**src/rtl/pipe_adder_if.sv**
```systemverilog
// Operand/result handshake bundle for pipe_adder.
// master: operand issue + result sink; slave: the adder.
interface pipe_adder_if #(
    parameter int WIDTH = 32
);
    logic             in_valid;
    logic             in_ready;
    logic [WIDTH-1:0] ina;
    logic [WIDTH-1:0] inb;
    logic             carry_in;
    logic             sub;
    logic             out_valid;
    logic             out_ready;
    logic [WIDTH-1:0] sum_out;
    logic             carry_out;
    logic             overflow;

    modport master (
        output in_valid, ina, inb, carry_in, sub, out_ready,
        input  in_ready, out_valid, sum_out, carry_out, overflow
    );

    modport slave (
        input  in_valid, ina, inb, carry_in, sub, out_ready,
        output in_ready, out_valid, sum_out, carry_out, overflow
    );
endinterface

```
**src/rtl/pipe_adder.sv**
```systemverilog
// Pipelined add/subtract: one CHUNK-bit slice per stage, carry rippled
// between stages. Ports: clk, rst (sync, active-high), io_bus (slave).
module pipe_adder #(
    parameter int WIDTH = 32,
    parameter int CHUNK = 8
) (
    input  logic        clk,
    input  logic        rst,
    pipe_adder_if.slave io_bus
);
    localparam int STAGES = WIDTH / CHUNK;
    localparam int LAST   = STAGES - 1;

    if (CHUNK < 1 || WIDTH < CHUNK || (WIDTH % CHUNK) != 0) begin : g_bad
        $error("pipe_adder: WIDTH must be a multiple of CHUNK");
    end

    // Stage registers. r_s[k] holds result slices 0..k (upper bits zero);
    // r_a/r_b carry the effective operands forward for later slices.
    logic [STAGES-1:0] r_v;
    logic [STAGES-1:0] r_c;
    logic [WIDTH-1:0]  r_s [STAGES];
    logic [WIDTH-1:0]  r_a [STAGES];
    logic [WIDTH-1:0]  r_b [STAGES];
    logic              r_ovf;

    // Per-stage inputs and slice arithmetic.
    logic [STAGES-1:0] w_v;
    logic [STAGES-1:0] w_c;
    logic [WIDTH-1:0]  w_s     [STAGES];
    logic [WIDTH-1:0]  w_a     [STAGES];
    logic [WIDTH-1:0]  w_b     [STAGES];
    logic [CHUNK:0]    w_add   [STAGES];
    logic [WIDTH-1:0]  w_snext [STAGES];

    logic w_adv;
    logic w_cmsb;
    logic w_ovf;

    // Global stall: the whole pipe moves only if the output slot frees up.
    assign w_adv = !r_v[LAST] || io_bus.out_ready;

    for (genvar k = 0; k < STAGES; k++) begin : g_st
        if (k == 0) begin : g_in
            // Subtract as A + ~B + ~borrow.
            assign w_a[k] = io_bus.ina;
            assign w_b[k] = io_bus.sub ? ~io_bus.inb : io_bus.inb;
            assign w_c[k] = io_bus.carry_in ^ io_bus.sub;
            assign w_s[k] = '0;
            assign w_v[k] = io_bus.in_valid;
        end else begin : g_pipe
            assign w_a[k] = r_a[k-1];
            assign w_b[k] = r_b[k-1];
            assign w_c[k] = r_c[k-1];
            assign w_s[k] = r_s[k-1];
            assign w_v[k] = r_v[k-1];
        end

        assign w_add[k] = {1'b0, w_a[k][k*CHUNK +: CHUNK]}
                        + {1'b0, w_b[k][k*CHUNK +: CHUNK]}
                        + (CHUNK+1)'(w_c[k]);

        // Slices above k are still zero in w_s, so OR inserts slice k.
        assign w_snext[k] = w_s[k]
                          | (WIDTH'(w_add[k][CHUNK-1:0]) << (k*CHUNK));
    end

    // Carry into the MSB recovered from the MSB sum bit.
    assign w_cmsb = w_a[LAST][WIDTH-1]
                  ^ w_b[LAST][WIDTH-1]
                  ^ w_add[LAST][CHUNK-1];
    assign w_ovf  = w_cmsb ^ w_add[LAST][CHUNK];

    always_ff @(posedge clk) begin
        if (rst) begin
            r_v   <= '0;
            r_c   <= '0;
            r_ovf <= 1'b0;
            for (int k = 0; k < STAGES; k++) begin
                r_s[k] <= '0;
            end
        end else if (w_adv) begin
            r_v <= w_v;
            for (int k = 0; k < STAGES; k++) begin
                if (w_v[k]) begin
                    r_s[k] <= w_snext[k];
                    r_c[k] <= w_add[k][CHUNK];
                end
            end
            if (w_v[LAST]) begin
                r_ovf <= w_ovf;
            end
        end
    end

    // Operand forwarding needs no reset: only read behind a valid bit.
    always_ff @(posedge clk) begin
        if (w_adv) begin
            for (int k = 0; k < STAGES; k++) begin
                if (w_v[k]) begin
                    r_a[k] <= w_a[k];
                    r_b[k] <= w_b[k];
                end
            end
        end
    end

    assign io_bus.in_ready  = w_adv;
    assign io_bus.out_valid = r_v[LAST];
    assign io_bus.sum_out   = r_s[LAST];
    assign io_bus.carry_out = r_c[LAST];
    assign io_bus.overflow  = r_ovf;
endmodule

```
**src/flat_wrapper.sv**
```systemverilog
// flat-port wrapper written by rule: the top's interface ports become plain ports
module pipe_adder_flat 
#(
    parameter int WIDTH = 32,
    parameter int CHUNK = 8
)
  (clk, rst, io_bus_in_valid, io_bus_ina, io_bus_inb, io_bus_carry_in, io_bus_sub, io_bus_out_ready, io_bus_in_ready, io_bus_out_valid, io_bus_sum_out, io_bus_carry_out, io_bus_overflow);
  pipe_adder_if #(.WIDTH(WIDTH)) io_bus_i ();
  input  logic clk;
  input  logic rst;
  input wire logic [$bits(io_bus_i.in_valid)-1:0] io_bus_in_valid;
  input wire logic [$bits(io_bus_i.ina)-1:0] io_bus_ina;
  input wire logic [$bits(io_bus_i.inb)-1:0] io_bus_inb;
  input wire logic [$bits(io_bus_i.carry_in)-1:0] io_bus_carry_in;
  input wire logic [$bits(io_bus_i.sub)-1:0] io_bus_sub;
  input wire logic [$bits(io_bus_i.out_ready)-1:0] io_bus_out_ready;
  output wire logic [$bits(io_bus_i.in_ready)-1:0] io_bus_in_ready;
  output wire logic [$bits(io_bus_i.out_valid)-1:0] io_bus_out_valid;
  output wire logic [$bits(io_bus_i.sum_out)-1:0] io_bus_sum_out;
  output wire logic [$bits(io_bus_i.carry_out)-1:0] io_bus_carry_out;
  output wire logic [$bits(io_bus_i.overflow)-1:0] io_bus_overflow;
  assign io_bus_i.in_valid = io_bus_in_valid;
  assign io_bus_i.ina = io_bus_ina;
  assign io_bus_i.inb = io_bus_inb;
  assign io_bus_i.carry_in = io_bus_carry_in;
  assign io_bus_i.sub = io_bus_sub;
  assign io_bus_i.out_ready = io_bus_out_ready;
  assign io_bus_in_ready = io_bus_i.in_ready;
  assign io_bus_out_valid = io_bus_i.out_valid;
  assign io_bus_sum_out = io_bus_i.sum_out;
  assign io_bus_carry_out = io_bus_i.carry_out;
  assign io_bus_overflow = io_bus_i.overflow;
  pipe_adder #(.WIDTH(WIDTH), .CHUNK(CHUNK)) u_core (.clk(clk), .rst(rst), .io_bus(io_bus_i));
endmodule
```
**config.mk**
```make
export PLATFORM = sky130hd
export DESIGN_NAME = pipe_adder_flat
export DESIGN_NICKNAME = d
export VERILOG_FILES = /design/src/rtl/pipe_adder_if.sv /design/src/rtl/pipe_adder.sv /design/src/flat_wrapper.sv
export SDC_FILE = /design/constraint.sdc
export NUM_CORES = 1
export LEC_CHECK = 0
export CORE_UTILIZATION = 59
export CTS_BUF_LIST = sky130_fd_sc_hd__clkbuf_16
export CTS_CLUSTER_SIZE = 28
export DETAILED_ROUTE_END_ITERATION = 16
export PLACE_DENSITY = 0.88
export SLEW_MARGIN = 20
export SYNTH_ARGS = -nofsm -noshare
export SYNTH_HDL_FRONTEND = slang
export SYNTH_SLANG_ARGS = --single-unit
```
**constraint.sdc**
```tcl
create_clock -name clk -period 5.31 [get_ports clk]
set_input_delay 1.062 -clock clk [delete_from_list [all_inputs] [get_ports clk]]
set_output_delay 1.062 -clock clk [all_outputs]
set_load 0.05 [all_outputs]
```
Word-level counts from Yosys, hierarchy flattened --
Memory sizes are Yosys's and may differ from the RTL's. Index checks and enable logic that the tools add are counted. Widths: inputs -> output; s select.
Operators by class: add/sub/neg operators 8, bitwise operators 12, mux-type cells 27, reduce and logical (&&, ||, !) cells 6
Operator list (number):
- $mux 32 | 5
- $add 8x8->9 | 4
- $add 9x1->9 | 4
- $not 32->32 | 1
- $or 32x16->32 | 1
- $or 32x24->32 | 1
- $or 32x32->32 | 1
- $mux 1 | 22
- $reduce_and 2->1 | 4
- $or 1x1->1 | 4
- $xor 1x1->1 | 4
- $logic_not 1->1 | 1
- $logic_or 1x1->1 | 1
Word-level totals: bits in writable memories 384, input port bits 70, flip-flop bits (word level) 9, memories kept 3, word-level logic and storage cells 62
Memories:
- u_core.r_a | words 4, width 32, read ports 3, clocked after memory_dff 0, write ports 4, line pipe_adder.sv:23 | logic [WIDTH-1:0] r_a [STAGES];
- u_core.r_b | words 4, width 32, read ports 3, clocked after memory_dff 0, write ports 4, line pipe_adder.sv:24 | logic [WIDTH-1:0] r_b [STAGES];
- u_core.r_s | words 4, width 32, read ports 4, clocked after memory_dff 0, write ports 4, line pipe_adder.sv:22 | logic [WIDTH-1:0] r_s [STAGES];

Longest topological paths before layout --
Gate-level depths: netlist (run 1).
depth in word-level cells 6, depth in mapped cells 11

Least setup slack after synthesis (run 1) --
OpenSTA, ideal clock, no wires.
path type input -> register, start point in io_bus_sub, end point reg u_core.r_c[0], stages 11, setup time 131 ps, path buffers 2, setup slack 1898 ps, arrival 3281 ps, path through clkbuf_1 buf_2 xor2_1 fa_1 fa_1 a21o_1 a21oi_2 o21a_1 nor2_1 o2111ai_1 o21ai_0
On the way: word-level cells in the longest chain between the ends 3, elaborated cells on any way between the ends 4
RTL lines:
- start, declared | line flat_wrapper.sv:15 | input wire logic [$bits(io_bus_i.sub)-1:0] io_bus_sub;
- $mux 32 | line pipe_adder.sv:47 | assign w_b[k] = io_bus.sub ? ~io_bus.inb : io_bus.inb;
- $add 8x8->9 | line pipe_adder.sv:60 | + {1'b0, w_b[k][k*CHUNK +: CHUNK]}
- $add 9x1->9 (*) | line pipe_adder.sv:61 | + (CHUNK+1)'(w_c[k]);
- end signal, assigned by index | line pipe_adder.sv:87 | r_c[k] <= w_add[k][CHUNK];
- end, declared | line pipe_adder.sv:21 | logic [STAGES-1:0] r_c;
Every way passes the cells marked *; elsewhere a longest branch is shown, timed or not. A chain may end at the register's enable or synchronous reset.

Final worst setup path (run 1) --
start point in io_bus_out_ready, end point out io_bus_in_ready
On the way: word-level cells in the longest chain between the ends 1
RTL lines:
- start, declared | line flat_wrapper.sv:16 | input wire logic [$bits(io_bus_i.out_ready)-1:0] io_bus_out_ready;
- $logic_or 1x1->1 | line pipe_adder.sv:41 | assign w_adv = !r_v[LAST] || io_bus.out_ready;
- end, declared | line flat_wrapper.sv:17 | output wire logic [$bits(io_bus_i.in_ready)-1:0] io_bus_in_ready;
Every way passes these cells.

==> results of run 1 <==
==> path summary, 6_finish.rpt <==
kind	from	to
max	io_bus_out_ready	io_bus_in_ready
min	u_core.r_b[0][23]	u_core.r_b[1][23]
max reg2reg	u_core.r_b[0][8]	u_core.r_s[1][14]
min reg2reg	u_core.r_b[0][23]	u_core.r_b[1][23]
==> routing by layer <==
| layer | GRT usage, % | share of wire, % | up-vias |
|---|---|---|---|
| met4 | 9.744 | 2.6 | 0 |
| met2 | 31.43 | 47 | 163 |
| met1 | 26.20 | 44 | 1972 |
| li1 | - | - | 2030 |
| met5 | 0 | 0 | - |
| met3 | 5.864 | 7.0 | 30 |
==> area by class of cell <==
type                            count  area (µm²)
Inverter                           20       75.07
Fill cell                         720        3197
Multi-Input combinational cell    271        2072
Tap cell                          172       215.2
Sequential cell                   185        5465
Clock inverter                     15       160.2
Timing Repair Buffer              107        1061
Clock buffer                       17       425.4
==> per-stage QoR <==
step	cell area [µm²]	hold WS [ps]	std cells	util [%]
after floorplan	7684	400.3	493	-
after global placement	8889	402.7	755	70.15
after detailed placement	8889	404.5	755	70.15
after CTS	9474	416.6	787	74.77
after global routing	9474	422.7	787	74.77
final	9474	411.7	787	74.77
==> cell families after synthesis <==
group	synth area share [%]
AOI/OAI and AO/OA	5.146
xor gates and xnor gates	6.155
adders and majority gates	6.644
buffers and inverters	1.905
DFF	71.13
muxes	0.3908
and+or+nand+nor	8.631
==> state kept, by name, summed over array words and instances, names as in the netlist <==
name                    count
u_core.r_a                 48
u_core.io_bus.overflow      1
u_core.r_s                 80
u_core.r_v                  4
u_core.r_b                 48
u_core.r_c                  4
==> power breakdown <==
part           internal, mW  leakage [nW]  switching [mW]
logic                 0.154          1.60           0.203
registers              1.70          1.83          0.0297
clock network         0.731         0.287           0.507
total                  2.58          3.72           0.740
==> placed cells by master (no fill, tap or decap), types with 2 or more instances in the layout <==
| master | count |
|---|---|
| nand2_1 | 13 |
| clkinv_1 | 4 |
| o21ai_1 | 3 |
| nand2b_1 | 5 |
| clkdlybuf4s50_1 | 104 |
| xor2_1 | 43 |
| o21a_1 | 3 |
| xnor2_1 | 11 |
| and3_1 | 55 |
| bufinv_16 | 3 |
| a211oi_1 | 2 |
| nor2_1 | 33 |
| mux2i_1 | 3 |
| buf_4 | 2 |
| dfxtp_1 | 9 |
| clkbuf_16 | 17 |
| a21oi_1 | 13 |
| o21ai_2 | 2 |
| o21bai_1 | 3 |
| fa_1 | 8 |
| clkinvlp_4 | 3 |
| edfxtp_1 | 176 |
| clkinv_2 | 3 |
| a21oi_2 | 7 |
| o21ai_0 | 7 |
| a21o_1 | 7 |
| nor3_1 | 8 |
| inv_1 | 19 |
| ha_1 | 28 |
| nor2b_1 | 2 |
==> impl_metrics.ini, run 1 <==
[timing]
hold_viol = 0
period_needed_ps = 3668
drv_slew = 0
worst_slack_ps = 1642
finalClockSkew_ps = 9.079
tightest_slew_ps = 1038
slew_headroom_pct = 30.80
setup_tns_ps = 0
setup-violations-final = 0
fmax_mhz = 272.6
timing.final.crit_share_pct = 69.08
rsz0062_at_grt = no

[placement]
dp_hpwl_um = 8609
place_ws_ps = 1651
gp_congestion = 0.7905
portBuffers = 105

[drt]
wire_per_inst_um = 16.20
drt_iter0_drc = 399
totalWireLength_um = 12750
first_pass_iters = 4
drc = 0
via_per_inst = 5.330
antenna_left = 0
via_count = 4195

[worst_setup_path]
endpoint_kind = output port
crit_type = input port to output port
start_kind = input port
cp.depth = 4
cp.required_ps = 4250
cp_slowest_cell = clkdlybuf4s50_1
r2r_setup_slack_ps = 2900
timing.critical_path.buf_inv = 3
crit_chain = clkdlybuf4s50_1 > nor2b_4 > inv_1 > clkdlybuf4s50_1
cp_top_family = buffers and inverters
critical_path_arrival_ps = 2610
crit_fanout = 6
cpMostUsedCell = clkdlybuf4s50_1
rr_worst_depth = 8
cpPeakStageDelay_ps = 830

[synthesis]
syn_avg_cell_area_um2 = 15.59
syn_area_um2 = 7684
ys_async_sr_fraction_pct = 0
synth_top_area_cell = edfxtp_1
ys_seq_elements = 185
yosys_warnings = 0
ys_seq_area_share_pct = 71.13
synth.lib_cells_used.distinct = 41
yosysMostFrequentCell = edfxtp_1
yosys-top-cells-count = edfxtp_1 (176), and3_1 (55), xor2_1 (43), nor2_1 (33), ha_1 (28)
synthCells = 493
synth_nets = 599
yosysTopAreaCellShare_pct = 68.78
yosys_most_used_dff = edfxtp_1
synth_edf_count = 176
synthTopCellsByArea = edfxtp_1 (69%), xor2_1 (4.9%), ha_1 (4.6%)

[pwr]
total_power_mw = 3.321
peakVddDrop_uv = 279.5
cellLeakagePower_nw = 3.716
p_per_area_nw_per_um2 = 350.5

[floorplan]
fp.dieArea_um2 = 13480
core_um2 = 12670
fp.dieW_um = 116.1
num_io_pins = 106
dieHeight_um = 116.1
initial_core_util_pct = 60.64
rows = 41

[clock_tree]
cts_setup_buffers = 0
htreeDepth = 4
cts_max_path_buffers = 2
cts.sinks = 185
cts_tree = built
cts_hold_buf = 0
clk_pin_slew_ps = 70
cts_made_buffers = 17
cts-root-buf = clkbuf_16
clock_latency_ps = 430
cts_resized = 0

[run]
cap_violations = 0

[global_routing]
grt_max_degree = 60
grt_pass1_wl_um = 19630
grtUsageTotal_pct = 20.13
grt_antenna_before_repair = 0
grt_pass1_vias = 4001
grt_overflow_total = 0

[finish]
n_antenna_cell = 0
area_delta_synth_final_pct = 23.30
drive_above_1_share_pct = 7.967
fin_nets = 708

[min_path]
hp-class = flip-flop to flip-flop
whs_path_depth = 0

[status]
status = finished, final reports clean
Note: power is estimated with default switching activity, not from simulation.
==> run 2: changes to the inputs <==
--- a/config.mk
+++ b/config.mk
@@ -5,11 +5,11 @@
 export SDC_FILE = /design/constraint.sdc
 export NUM_CORES = 1
 export LEC_CHECK = 0
-export CORE_UTILIZATION = 59
+export CORE_UTILIZATION = 49
 export CTS_BUF_LIST = sky130_fd_sc_hd__clkbuf_16
 export CTS_CLUSTER_SIZE = 28
 export DETAILED_ROUTE_END_ITERATION = 16
-export PLACE_DENSITY = 0.88
+export PLACE_DENSITY = 0.78
 export SLEW_MARGIN = 20
 export SYNTH_ARGS = -nofsm -noshare
 export SYNTH_HDL_FRONTEND = slang
==> constraint.sdc (replaced) <==
create_clock -name clk -period 3.1 [get_ports clk]
set_input_delay 0.62 -clock clk [delete_from_list [all_inputs] [get_ports clk]]
set_output_delay 0.62 -clock clk [all_outputs]
set_load 0.05 [all_outputs]
==> impl_metrics.ini, run 2 (same netlist as run 1, synthesis figures left out) <==
[global_routing]
grt_pass1_vias = 3971
grt_max_degree = 33
busiest_layer = met2
met1_usage_pct = 20.47
gr-usage-met3_pct = 3.727
grt_overflow_total = 0
grtUsageTotal_pct = 15.47
use_met2_pct = 24.69
grt_pass1_wl_um = 19150
grt_antenna_before_repair = 0

[drt]
wire_per_inst_um = 13.79
first_pass_iters = 5
via_count = 4016
drc = 0
drt_iter0_drc = 294
totalWireLength_um = 11530
via_per_inst = 4.804
antenna_left = 0

[floorplan]
num_io_pins = 106
initial_core_util_pct = 50.36
dieHeight_um = 127.2
core_um2 = 15260
fp.dieArea_um2 = 16190
fp.dieW_um = 127.2
rows = 45

[min_path]
holdCritStartpoint = u_core.r_b[0][18]
whs_path_depth = 0
hp-class = flip-flop to flip-flop
hold_end = u_core.r_b[1][18]

[placement]
dp_hpwl_um = 8463
place_area_um2 = 9010
portBuffers = 105
gp_congestion = 0.7746
dp_cells = 804

[clock_tree]
clock_latency_ps = 420
cts_made_buffers = 17
cts_hold_buf = 0
cts_resized = 0
clk_pin_slew_ps = 60
cts_setup_buffers = 0
htreeDepth = 4
cts_max_path_buffers = 2
cts.sinks = 185
cts_tree = built
cts-root-buf = clkbuf_16

[status]
status = finished, final reports clean

[timing]
drv_slew = 0
hold_viol = 0
slew_headroom_pct = 53.32
rsz0062_at_grt = no
fmax_mhz = 378.2
tightest_slew_ps = 700.2
finalClockSkew_ps = 7.340
hold_slack_ps = 414.7
setup_tns_ps = 0
setup-violations-final = 0
period_needed_ps = 2644
timing.final.crit_share_pct = 85.30

[pwr]
peakVddDrop_uv = 364.6
cellLeakagePower_nw = 3.778
p_per_area_nw_per_um2 = 586.9

[finish]
drive_above_1_share_pct = 8.800
nFillCells = 1107
fin_cells = 836
top_regs = u_core.r_s (80), u_core.r_a (48), u_core.r_b (48)
fin_area_um2 = 9584
area_delta_synth_final_pct = 24.74
largest_reg_flops = 80
n_antenna_cell = 0
final_common_cell = edfxtp_1
fin_nets = 718
final_cell_mix = edfxtp_1 (176), clkdlybuf4s50_1 (103), and3_1 (55), xor2_1 (43), nor2_1 (33)
top_register = u_core.r_s

[run]
cap_violations = 0

[worst_setup_path]
r2r-end = u_core.r_s[1][14]
critical_path_arrival_ps = 2940
cpPeakStageDelay_ps = 440
r2r_setup_slack_ps = 710
rr_worst_depth = 8
crit_fanout = 3
start_kind = input port
cp.required_ps = 3400
crit_type = input port to flip-flop
endpoint_kind = flip-flop
cpMostUsedCell = fa_1
cp_slowest_cell = fa_1
r2r-start = u_core.r_b[0][8]
crit_chain = clkdlybuf4s50_1 > xor2_1 > fa_1 > fa_1 > a21o_1 > a21oi_2 > o21a_1 > nor2_1 > o2111ai_1 > o21ai_0
==> run 2: cell types whose count changed in the layout (fill, tap and decap cells not counted), sizes merged <==
cell	previous run	this run
inv	21	25
clkinv	8	5
buf	3	14
clkdlybuf4s50	104	103
clkinvlp	3	2
==> run 2: cell type report <==
class / instances / area (µm²) / share of cell area, %
flip-flops and latches: 185 / 5465 / 57.02
well taps: 211 / 264.0 / 2.755
clock inverters: 15 / 148.9 / 1.554
clock buffers: 17 / 425.4 / 4.439
inverters: 20 / 75.07 / 0.7833
multi-input cells: 271 / 2072 / 21.62
repair buffers: 117 / 1134 / 11.83
==> run 2: layer usage <==
metal  routed length, µm  up-vias
li1                    -     2044
met1                5357     1856
met2                5432      105
met3                 572       11
met4                 163        0
met5                   0        -
==> run 2: power by group <==
part           switching [mW]  internal [mW]
Sequential             0.0460           2.90
Clock                   0.821           1.24
Combinational           0.342          0.272
==> run 2: worst max-delay path by stage <==
| stage | startpoint | to | cells after the start |
|---|---|---|---|
| after detailed placement | io_bus_inb[0] | u_core.r_c[0] | 10 |
| after global routing | io_bus_inb[0] | u_core.r_c[0] | 10 |
| final | io_bus_inb[0] | u_core.r_c[0] | 10 |
| after CTS | io_bus_inb[0] | u_core.r_c[0] | 10 |
| after global placement | io_bus_inb[0] | u_core.r_c[0] | 10 |
| after floorplan | io_bus_sub | u_core.r_c[0] | 11 |
==> run 2: per-stage QoR <==
stage | util [%] | total power, mW | setup slack [ps]
2_1_floorplan | - | 3.378 | 130.2
3_5_place_dp | 59.05 | 3.611 | 51.19
3_3_place_gp | 59.05 | 3.587 | 98.21
4_1_cts | 62.81 | 5.659 | 487.3
6_report | 62.81 | 5.625 | 455.8
5_1_grt | 62.81 | 5.822 | 384.0
==> run 2: worst max-delay path: cells and delay by family <==
kind                     cells  cell delay (ps)
AO/OA/AOI/OAI                5              840
XOR/XNOR                     1              160
buffers and inverters        1              410
AND/OR/NAND/NOR              1               60
adder cells (fa/ha/maj)      2              860
